### src/rtl/mm_pkg.sv
// Shared types and helpers for the matrix-multiply job sequencer.
package mm_pkg;

   localparam int DIM_W  = 16;
   localparam int PERF_W = 32;

   typedef enum logic [2:0] {
      ST_IDLE,
      ST_CHECK,
      ST_START,
      ST_STREAM,
      ST_DRAIN,
      ST_WB,
      ST_FINISH
   } mm_state_e;

   typedef enum logic [1:0] {
      MM_OK      = 2'b00,
      MM_CFG_ERR = 2'b01,
      MM_ABORT   = 2'b10
   } mm_status_e;

   // Cycles for the last partial sums to leave the array after streaming ends.
   function automatic int unsigned drain_len(input int unsigned h, input int unsigned w);
      return h + w - 1;
   endfunction

endpackage

### src/rtl/mm_cfg_check.sv
// Combinational legality check of a job descriptor against array and buffer geometry.
module mm_cfg_check
   import mm_pkg::*;
#(
   parameter int ARRAY_HEIGHT         = 4,
   parameter int ARRAY_WIDTH          = 4,
   parameter int BUFFER_ADDRESS_WIDTH = 10
) (
   input  logic [DIM_W-1:0] m,
   input  logic [DIM_W-1:0] n,
   input  logic [DIM_W-1:0] p,
   output logic             cfg_err
);

   localparam int          HB        = $clog2(ARRAY_HEIGHT);
   localparam int          WB        = $clog2(ARRAY_WIDTH);
   localparam logic [32:0] BUF_DEPTH = 33'd1 << BUFFER_ADDRESS_WIDTH;

   logic [31:0] prod_mn;
   logic [31:0] prod_np;
   logic        zero_dim;
   logic        m_misaligned;
   logic        p_misaligned;
   logic        a_too_big;
   logic        b_too_big;

   // 16x16 products fit exactly in 32 bits; compare at 33 so depth 2**32 is still safe.
   assign prod_mn      = 32'(m) * 32'(n);
   assign prod_np      = 32'(n) * 32'(p);
   assign zero_dim     = (m == '0) || (n == '0) || (p == '0);
   assign m_misaligned = (m[HB-1:0] != '0);
   assign p_misaligned = (p[WB-1:0] != '0);
   assign a_too_big    = ({1'b0, prod_mn} > BUF_DEPTH);
   assign b_too_big    = ({1'b0, prod_np} > BUF_DEPTH);

   assign cfg_err = zero_dim || m_misaligned || p_misaligned || a_too_big || b_too_big;

endmodule

### src/rtl/mm_job_sequencer.sv
// Job controller for the systolic matrix multiplier: accepts a descriptor, validates it,
// then sequences operand generation, array drain and result writeback.
//
// state     | meaning
// ----------+-----------------------------------------------------------
// IDLE      | ready for a descriptor
// CHECK     | latched descriptor is checked for legality
// START     | one-cycle start pulse to the A/B address generators
// STREAM    | array computing; waiting for both generator done pulses
// DRAIN     | array computing while the last results flush out
// WB        | result writer started; waiting for its done pulse
// FINISH    | one-cycle done pulse with final status
module mm_job_sequencer
   import mm_pkg::*;
#(
   parameter int ARRAY_HEIGHT         = 4,
   parameter int ARRAY_WIDTH          = 4,
   parameter int BUFFER_ADDRESS_WIDTH = 10
) (
   input  logic              clk,
   input  logic              reset_n,
   input  logic              cfg_valid,
   output logic              cfg_ready,
   input  logic [DIM_W-1:0]  cfg_m,
   input  logic [DIM_W-1:0]  cfg_n,
   input  logic [DIM_W-1:0]  cfg_p,
   input  logic              abort,
   output logic [DIM_W-1:0]  job_m,
   output logic [DIM_W-1:0]  job_n,
   output logic [DIM_W-1:0]  job_p,
   output logic              gen_start,
   input  logic              a_done,
   input  logic              b_done,
   output logic              stream_en,
   output logic              wb_start,
   input  logic              wb_done,
   output logic              busy,
   output logic              done,
   output logic [1:0]        status,
   output logic [PERF_W-1:0] perf_cycles
);

   localparam logic [15:0] DRAIN_LEN = 16'(drain_len(ARRAY_HEIGHT, ARRAY_WIDTH));

   mm_state_e  state, state_nxt;
   mm_status_e status_q, status_nxt;
   logic       cfg_err;
   logic       a_seen, b_seen;
   logic       wb_first;
   logic [15:0] drain_cnt;
   logic       accept;
   logic       counting;

   mm_cfg_check #(
      .ARRAY_HEIGHT         (ARRAY_HEIGHT),
      .ARRAY_WIDTH          (ARRAY_WIDTH),
      .BUFFER_ADDRESS_WIDTH (BUFFER_ADDRESS_WIDTH)
   ) u_cfg_check (
      .m       (job_m),
      .n       (job_n),
      .p       (job_p),
      .cfg_err (cfg_err)
   );

   assign accept   = (state == ST_IDLE) && cfg_valid;
   assign counting = (state == ST_START) || (state == ST_STREAM) ||
                     (state == ST_DRAIN) || (state == ST_WB);

   always_comb begin
      state_nxt  = state;
      status_nxt = status_q;
      case (state)
         ST_IDLE: begin
            if (cfg_valid) begin
               state_nxt  = ST_CHECK;
               status_nxt = MM_OK;
            end
         end
         ST_CHECK: begin
            if (abort) begin
               state_nxt  = ST_FINISH;
               status_nxt = MM_ABORT;
            end else if (cfg_err) begin
               state_nxt  = ST_FINISH;
               status_nxt = MM_CFG_ERR;
            end else begin
               state_nxt = ST_START;
            end
         end
         ST_START: begin
            if (abort) begin
               state_nxt  = ST_FINISH;
               status_nxt = MM_ABORT;
            end else begin
               state_nxt = ST_STREAM;
            end
         end
         ST_STREAM: begin
            if (abort) begin
               state_nxt  = ST_FINISH;
               status_nxt = MM_ABORT;
            end else if ((a_seen || a_done) && (b_seen || b_done)) begin
               state_nxt = ST_DRAIN;
            end
         end
         ST_DRAIN: begin
            if (abort) begin
               state_nxt  = ST_FINISH;
               status_nxt = MM_ABORT;
            end else if (drain_cnt == 16'd1) begin
               state_nxt = ST_WB;
            end
         end
         ST_WB: begin
            if (abort) begin
               state_nxt  = ST_FINISH;
               status_nxt = MM_ABORT;
            end else if (wb_done) begin
               state_nxt  = ST_FINISH;
               status_nxt = MM_OK;
            end
         end
         ST_FINISH: state_nxt = ST_IDLE;
         default:   state_nxt = ST_IDLE;
      endcase
   end

   always_ff @(posedge clk or negedge reset_n) begin
      if (!reset_n) begin
         state    <= ST_IDLE;
         status_q <= MM_OK;
      end else begin
         state    <= state_nxt;
         status_q <= status_nxt;
      end
   end

   always_ff @(posedge clk or negedge reset_n) begin
      if (!reset_n) begin
         job_m       <= '0;
         job_n       <= '0;
         job_p       <= '0;
         perf_cycles <= '0;
      end else if (accept) begin
         job_m       <= cfg_m;
         job_n       <= cfg_n;
         job_p       <= cfg_p;
         perf_cycles <= '0;
      end else if (counting && (perf_cycles != '1)) begin
         perf_cycles <= perf_cycles + 1'b1;
      end
   end

   // Done flags are cleared in START so a pulse in the first STREAM cycle is kept.
   always_ff @(posedge clk or negedge reset_n) begin
      if (!reset_n) begin
         a_seen <= 1'b0;
         b_seen <= 1'b0;
      end else if (state == ST_START) begin
         a_seen <= 1'b0;
         b_seen <= 1'b0;
      end else if (state == ST_STREAM) begin
         a_seen <= a_seen || a_done;
         b_seen <= b_seen || b_done;
      end
   end

   always_ff @(posedge clk or negedge reset_n) begin
      if (!reset_n) begin
         drain_cnt <= '0;
         wb_first  <= 1'b0;
      end else begin
         if ((state_nxt == ST_DRAIN) && (state != ST_DRAIN))
            drain_cnt <= DRAIN_LEN;
         else if ((state == ST_DRAIN) && (drain_cnt != '0))
            drain_cnt <= drain_cnt - 16'd1;
         wb_first <= (state_nxt == ST_WB) && (state != ST_WB);
      end
   end

   assign cfg_ready = (state == ST_IDLE);
   assign busy      = (state != ST_IDLE);
   assign done      = (state == ST_FINISH);
   assign gen_start = (state == ST_START);
   assign stream_en = (state == ST_STREAM) || (state == ST_DRAIN);
   assign wb_start  = (state == ST_WB) && wb_first;
   assign status    = status_q;

endmodule

### config.mk
export PLATFORM = sky130hd
export DESIGN_NAME = mm_job_sequencer
export DESIGN_NICKNAME = d
export VERILOG_FILES = /design/src/rtl/mm_pkg.sv /design/src/rtl/mm_cfg_check.sv /design/src/rtl/mm_job_sequencer.sv
export SDC_FILE = /design/constraint.sdc
export NUM_CORES = 1
export LEC_CHECK = 0
export ABC_AREA = 1
export CORE_UTILIZATION = 50
export CTS_BUF_LIST = sky130_fd_sc_hd__clkbuf_16
export CTS_CLUSTER_DIAMETER = 100
export DETAILED_ROUTE_END_ITERATION = 12
export GPL_ROUTABILITY_DRIVEN = 0
export GPL_TIMING_DRIVEN = 0
export PLACE_DENSITY = 0.69
export SLEW_MARGIN = 20
export SYNTH_ARGS = -nofsm -noshare
export SYNTH_HDL_FRONTEND = slang
export SYNTH_SLANG_ARGS = --single-unit
### constraint.sdc
create_clock -name clk -period 15.4 [get_ports clk]
set_input_delay 4.62 -clock clk [delete_from_list [all_inputs] [get_ports clk]]
set_output_delay 4.62 -clock clk [all_outputs]
set_load 0.005 [all_outputs]
==> metrics, run 1 <==
H-tree lvl count 3; Routed WL per cell between 15 and 20 um; first-pass GRT wire length roughly 110000 um; grt ovf 0; NumNets Final ~4200; sequential area share after synthesis 0.108; Worst R2R End drain_cnt[9]; GR Layer Usage met1 0.393; Final setup viols 0; Synth Cell Area about 0.024 mm^2; drt first pass iters 6; clock-pin slew on the worst setup and hold paths about 0.07 ns; worst-path fanout max 10; most used routing layer met2; setup bufs post-CTS 0; Slew Limit Fails 0; Setup crit end kind register; Post-synth EDFFs 0; met3 Use GR 0.0483; hpwl dp 58700 um; max-capacitance violation count 0; register bit total from synthesis about 100; setup_tns 0 ns; hold slack slightly below 0.5 ns; PortBufs roughly 140; WP data arrival between 8 and 9 ns; end point of the critical path drain_cnt[9]; hold buffers post-CTS 0; FF-to-FF path depth 29; most common cell in the netlist nand2_1; Top FF cell, synth dfrtp_1; initial drt markers ~1600; kind of critical path register to register; RR Startpoint job_n[12]; proportion of layout cells with a drive suffix above 1 0.0253; Area growth, synth to finish 10.3%; most frequent cells after synthesis nand2_1, inv_1, fa_1; post-synth top area cell fa_1; number of diodes 0; grt met2 use 0.488; Tot GR Track Use 0.295; number of global-route vias before repair 21200; Hold Crit Depth 2; minimum clock period between 8 and 9 ns; antenna-violating nets left 0; die width about 220 um; cells after synthesis 3395; CTS tree built; Starting Density 0.512; status finished, final reports clean; Via density 5.07; crit path from job_n[12]; worst skew pair latency approximately 0.37 ns; Slew @ Worst Pin 0.992 ns; die height around 220 um; DRC errors left 0; Unique masters post-synth 46; Max clock buf depth 2; relative slew slack 0.339; CTS buffer count 9; total wire length approximately 70000 um; Synth area leaders fa_1, nand2_1, inv_1; R2R Setup Slk 7.06 ns; Placeable Area between 0.04 and 0.05 mm^2; Crit-path slowest cell clkbuf_1; I/O pin count 143; RSZ-0062 raised after global routing no; Mean Syn Cell Area 7.08 um^2; CTS root buffer clkbuf_16; HP Class register to register; Setup Skew roughly 0.011 ns; Max stage delay on crit path around 0.7 ns; Fmax roughly 120 MHz; Worst Path Required around 16 ns; CP Launch Type register; Synth top area share 0.323; yosys warns 0; initial antenna violation count 1; CP most frequent cell fa_1; via count 21100; Clock Sinks between 100 and 150; PostCTS Resize Cnt 0; syn nets just over 4000; Hold Fails Final Rpt 0; asr flop ratio synth 1.00; row cnt roughly 80; largest net degree at the start of global routing 75; final worst path period share 0.542; Die ar. 0.0489 mm^2
## registers in the layout (all words and copies together) (netlist names)
register,cells
job_p,16
perf_cycles,32
job_m,16
state,3
b_seen,1
status,2
a_seen,1
drain_cnt,16
wb_first,1
job_n,16
## cell usage in the layout, fill, tap and decap left out, types with 9 or more instances in the layout
cell and instances:
a21oi_2 11, xnor2_1 13, clkbuf_1 98, nor2_1 165, a21oi_1 71, buf_1 27
dfrtp_1 104, nand3_1 82, clkdlybuf4s50_1 141, clkbuf_16 9, nor3_1 31, o21ai_0 39
fa_1 388, ha_1 211, inv_1 895, xor2_1 21, nor2_2 13, buf_2 17
nand2_2 10, nand4_1 23, nand2_1 1102, nand3b_1 16
## layout make-up
class,count,area [um^2]
tap,607,759
multi-input combinational,2247,17500
fill,4544,20400
buffer,143,566
inverter,901,3380
clock buffer,9,225
timing repair buffer,143,1450
sequential,104,2600
clock inverter,6,45.0
## worst max-delay path, delay by kind of cell (launching register included)
kind | cells | cell delay (ns)
DFF | 1 | 0.34
and+or+nand+nor | 11 | 2.26
adders and majority gates | 7 | 3.41
AOI/OAI and AO/OA | 3 | 0.54
buffers and inverters | 8 | 1.68
## metrics by stage
| stage | setup slack, ns | instances | cell area, um^2 | util |
|---|---|---|---|---|
| global placement | 5.44 | 4144 | 26200 | 0.558 |
| floorplan | 9.28 | 3395 | 24000 | - |
| detailed placement | 7.23 | 4145 | 26200 | 0.559 |
| global route | 6.75 | 4160 | 26500 | 0.565 |
| CTS | 7.17 | 4160 | 26500 | 0.565 |
| finish | 7.06 | 4160 | 26500 | 0.565 |
## layer usage
layer / routed length (um) / part of all wire
met4: 2570 / 0.037
met2: 32000 / 0.46
met1: 29400 / 0.42
met3: 5690 / 0.082
met5: 0 / 0
## how the worst min path moves through the flow
stage                     startpoint         to  slack, ns
after detailed placement      a_seen     a_seen       0.48
after floorplan               a_seen     a_seen       0.45
after global routing       status[0]  status[0]       0.53
final                      status[0]  status[0]       0.50
after global placement        a_seen     a_seen       0.47
after CTS                     a_seen     a_seen       0.50
## logic make-up after synthesis
| family | count (synthesis) | share of synthesized area |
|---|---|---|
| adder cells (fa/ha/maj) | 599 | 0.433 |
| XOR/XNOR | 34 | 0.0124 |
| buffers and inverters | 1044 | 0.164 |
| flip-flops | 104 | 0.108 |
| AO/OA/AOI/OAI | 139 | 0.0324 |
| AND/OR/NAND/NOR | 1475 | 0.250 |
Power of run 1 is not shown: default switching activity piles up to over one toggle a cycle in this logic, so the estimate is an artifact.
==> inputs of run 2 (changes only) <==
==> constraint.sdc (replaced) <==
create_clock -name clk -period 7.86 [get_ports clk]
set_input_delay 2.358 -clock clk [delete_from_list [all_inputs] [get_ports clk]]
set_output_delay 2.358 -clock clk [all_outputs]
set_load 0.005 [all_outputs]
==> metrics, run 2 (synthesis gave the netlist of run 1 again) <==
hold buffers post-CTS 0; status finished, final reports clean; Fmax around 130 MHz; crit-path leading delay family adder cells; Via density around 5.0; Reg area about 0.0026 mm^2; initial drt markers between 1500 and 2000; minimum clock period around 7.5 ns; antenna-violating nets left 0; I/O pin count 143; die height approximately 220 um; Tot GR Track Use 0.296; kind of critical path register to register; Area growth, synth to finish 10.5%; hpwl dp approximately 60000 um; Multi-input gate area 0.0175 mm^2; Starting Density 0.512; Clock Sinks 104; first-pass GRT wire length 113000 um; Post-DP Area roughly 0.026 mm^2; Slew Limit Fails 0; total wire length ~70000 um; die width 221 um; Setup crit end kind register; largest net degree at the start of global routing 75; setup bufs post-CTS 0; max FFs per register 32; Hold Fails Final Rpt 0; CTS buffer count 9; number of global-route vias before repair between 20000 and 25000; final worst path period share 0.959; NumNets Final 4197; CP most frequent cell fa_1; CTS tree built; Biggest register perf_cycles; max-capacitance violation count 0; worst-path fanout max 10; drt first pass iters 6; HP Class register to register; via count around 21000; Final setup viols 0; Max stage delay on crit path a little under 0.6 ns; Crit-path slowest cell fa_1; relative slew slack 0.466; final instance area between 0.02 and 0.03 mm^2; PortBufs roughly 140; Worst Path Required between 8 and 9 ns; proportion of layout cells with a drive suffix above 1 0.0381; number of diodes 0; CTS root buffer clkbuf_16; most frequent cells in the layout nand2_1, inv_1, fa_1; Setup Skew ~0.011 ns; # fillers ~4600; WP data arrival approximately 7.8 ns; hold slack roughly 0.49 ns; Max clock buf depth 2; Placeable Area approximately 0.047 mm^2; grt ovf 0; worst skew pair latency about 0.37 ns; initial antenna violation count 1; clock-pin slew on the worst setup and hold paths 0.08 ns; Routed WL per cell 16.8 um; CP Launch Type register; Post-Place Setup Slack -0.313 ns; final setup margin about 0.32 ns; H-tree lvl count 3; Slew @ Worst Pin between 0.8 and 0.9 ns; row cnt 79; DRC errors left 0; most common cell after layout, fill and taps aside nand2_1; Die ar. between 0.04 and 0.05 mm^2; crit path buf inv count 8
-- run 2: cell count changes in the layout (fill, tap and decap cells not counted), sizes merged --
cell,delta
clkbuf,+1
buf,-7
-- run 2: final cells by class --
class	count	area share
Buffer	137	0.0226
Tap cell	607	0.0286
Sequential cell	104	0.0980
Inverter	901	0.127
Clock inverter	6	0.00170
Clock buffer	9	0.00848
Multi-Input combinational cell	2247	0.659
Timing Repair Buffer	143	0.0546
-- run 2: worst paths after layout --
kind,slack (ns),depth (start not counted),startpoint,endpoint
worst min-delay path,0.49,2,status[0],status[0]
worst max register to register,0.32,30,job_n[8],drain_cnt[9]
min in group asynchronous,1.86,1,reset_n,job_p[13]
worst min register to register,0.49,2,status[0],status[0]
max in group asynchronous,5.30,2,reset_n,perf_cycles[1]
worst max-delay path,0.32,30,job_n[8],drain_cnt[9]
-- run 2: repair_timing --
action / 4_1_cts / 5_1_grt
endpoints found under the hold margin: 0 / 0
setup endpoints to repair: 20 / 20
gates resized for setup: 19 / 46
-- run 2: layer usage --
| layer | vias up | routed length, um | global-route usage | share of wire |
|---|---|---|---|---|
| met3 | 159 | 5730 | 0.0473 | 0.082 |
| met2 | 744 | 31800 | 0.486 | 0.46 |
| met5 | - | 0 | 0 | 0 |
| li1 | 10100 | - | - | - |
| met1 | 9940 | 29300 | 0.393 | 0.42 |
| met4 | 0 | 2670 | 0.108 | 0.038 |
-- run 2: through the flow --
| stage | TNS [ns] | utilization | cells |
|---|---|---|---|
| floorplan | 0 | - | 3395 |
| global placement | -4.46 | 0.558 | 4144 |
| detailed placement | -4.61 | 0.559 | 4145 |
| CTS | 0 | 0.565 | 4159 |
| global route | -0.114 | 0.566 | 4154 |
| finish | 0 | 0.566 | 4154 |
-- run 2: worst reg2reg max path, delay by kind of cell (launching register included) --
kind                     cells  cell delay [ns]
AO/OA/AOI/OAI                1             0.12
adder cells (fa/ha/maj)      7             3.47
buffers and inverters        8             1.35
flip-flops                   1             0.34
AND/OR/NAND/NOR             14             2.19
Power of run 2 is left out for the same reason.
==> inputs of run 3 (changes only) <==
--- a/config.mk
+++ b/config.mk
@@ -6,13 +6,12 @@
 export NUM_CORES = 1
 export LEC_CHECK = 0
 export ABC_AREA = 1
-export CORE_UTILIZATION = 50
+export CORE_UTILIZATION = 28
 export CTS_BUF_LIST = sky130_fd_sc_hd__clkbuf_16
 export CTS_CLUSTER_DIAMETER = 100
 export DETAILED_ROUTE_END_ITERATION = 12
 export GPL_ROUTABILITY_DRIVEN = 0
 export GPL_TIMING_DRIVEN = 0
-export PLACE_DENSITY = 0.69
 export SLEW_MARGIN = 20
 export SYNTH_ARGS = -nofsm -noshare
 export SYNTH_HDL_FRONTEND = slang
==> metrics, run 3 (synthesis gave the netlist of run 1 again) <==
status finished, final reports clean; Setup Skew approximately 0.017 ns; crit path buf inv count 6; setup bufs post-CTS 0; initial drt markers 1941; most common cell after layout, fill and taps aside nand2_1; largest net degree at the start of global routing 54; Slew @ Worst Pin 0.923 ns; fin cells about 4700; hold buffers post-CTS 0; proportion of layout cells with a drive suffix above 1 0.0375; hold slack just under 0.5 ns; Placeable Area 0.0851 mm^2; antenna-violating nets left 0; CP most frequent cell nand2_1; Worst Path Required 8.18 ns; kind of critical path register to register; Final setup viols 0; Die ar. around 0.087 mm^2; Routed WL per cell roughly 17 um; relative slew slack 0.382; Slew Limit Fails 0; Hold Fails Final Rpt 0; max-capacitance violation count 0; CTS tree built; WP data arrival around 8 ns; row cnt approximately 110; H-tree lvl count 3; DRC errors left 0; most frequent cells in the layout nand2_1, inv_1, fa_1; Fmax ~130 MHz; minimum clock period 7.72 ns; PortBufs between 100 and 150; CTS buffer count 9; number of global-route vias before repair 21600; via count roughly 21000; clock-pin slew on the worst setup and hold paths around 0.1 ns; CTS root buffer clkbuf_16; CP Launch Type register; die height slightly below 300 um; worst-path fanout max 10; I/O pin count 143; worst skew pair latency approximately 0.39 ns; crit-path leading delay family adder cells; Biggest register perf_cycles; initial antenna violation count 6; first-pass GRT wire length around 120000 um; Clock Sinks about 100; Area growth, synth to finish 13.3%; placed insts between 4000 and 5000; Post-Place Setup Slack -0.317 ns; final worst path period share 0.983; Starting Density 0.282; NumNets Final around 4200; Max stage delay on crit path about 0.60 ns; Via density 4.53; RSZ-0062 raised after global routing no; Crit-path slowest cell buf_1; Tot GR Track Use 0.184; HP Class register to register; die width 295 um; Max clock buf depth 2; final setup margin approximately 0.14 ns; drt first pass iters 6; max FFs per register 32; Setup crit end kind register; total wire length 77600 um; hpwl dp 65200 um; grt ovf 0
-- run 3: timing repair --
item / 4_1_cts / 5_1_grt
cloned: 0 / 0
pin swaps: 0 / 0
setup endpoints to repair: 20 / 20
resized for setup: 5 / 85
-- run 3: path summary, 6_finish.rpt --
| path | startpoint | endpoint | slack [ns] | cells past startpoint |
|---|---|---|---|---|
| setup / recovery | job_m[11] | drain_cnt[7] | 0.14 | 31 |
| hold / removal | status[1] | status[1] | 0.49 | 2 |
| setup reg to reg | job_m[11] | drain_cnt[7] | 0.14 | 31 |
| hold reg to reg | status[1] | status[1] | 0.49 | 2 |
| max in group asynchronous | reset_n | job_m[1] | 5.20 | 2 |
| min in group asynchronous | reset_n | drain_cnt[2] | 1.94 | 1 |
-- run 3: layout make-up --
cell class	count	area, um^2
plain buffers	133	581
diodes	2	5.00
well taps	1144	1430
fillers	9311	57900
inverters	901	3380
repair buffers	144	1470
clock buffers	9	225
multi-input cells	2247	17500
flip-flops and latches	104	2600
clock inverters	7	62.6
-- run 3: tightest hold or removal path, delay by kind of cell, from the launching register on --
kind | cells | cell delay [ns]
flip-flops | 1 | 0.35
AO/OA/AOI/OAI | 1 | 0.06
AND/OR/NAND/NOR | 1 | 0.05
-- run 3: stage by stage --
step	cell area, um^2	setup TNS, ns	util
floorplan	24000	0	-
global placement	26900	-34.36	0.316
detailed placement	26900	-4.76	0.316
CTS	27200	0	0.320
global route	27200	0	0.320
finish	27200	0	0.320
-- run 3: per-layer routing --
metal	share of wire	GRT usage
met1	0.43	0.244
met2	0.45	0.295
met3	0.092	0.0462
met4	0.026	0.0506
met5	0.00071	0
Power of run 3 is left out for the same reason.
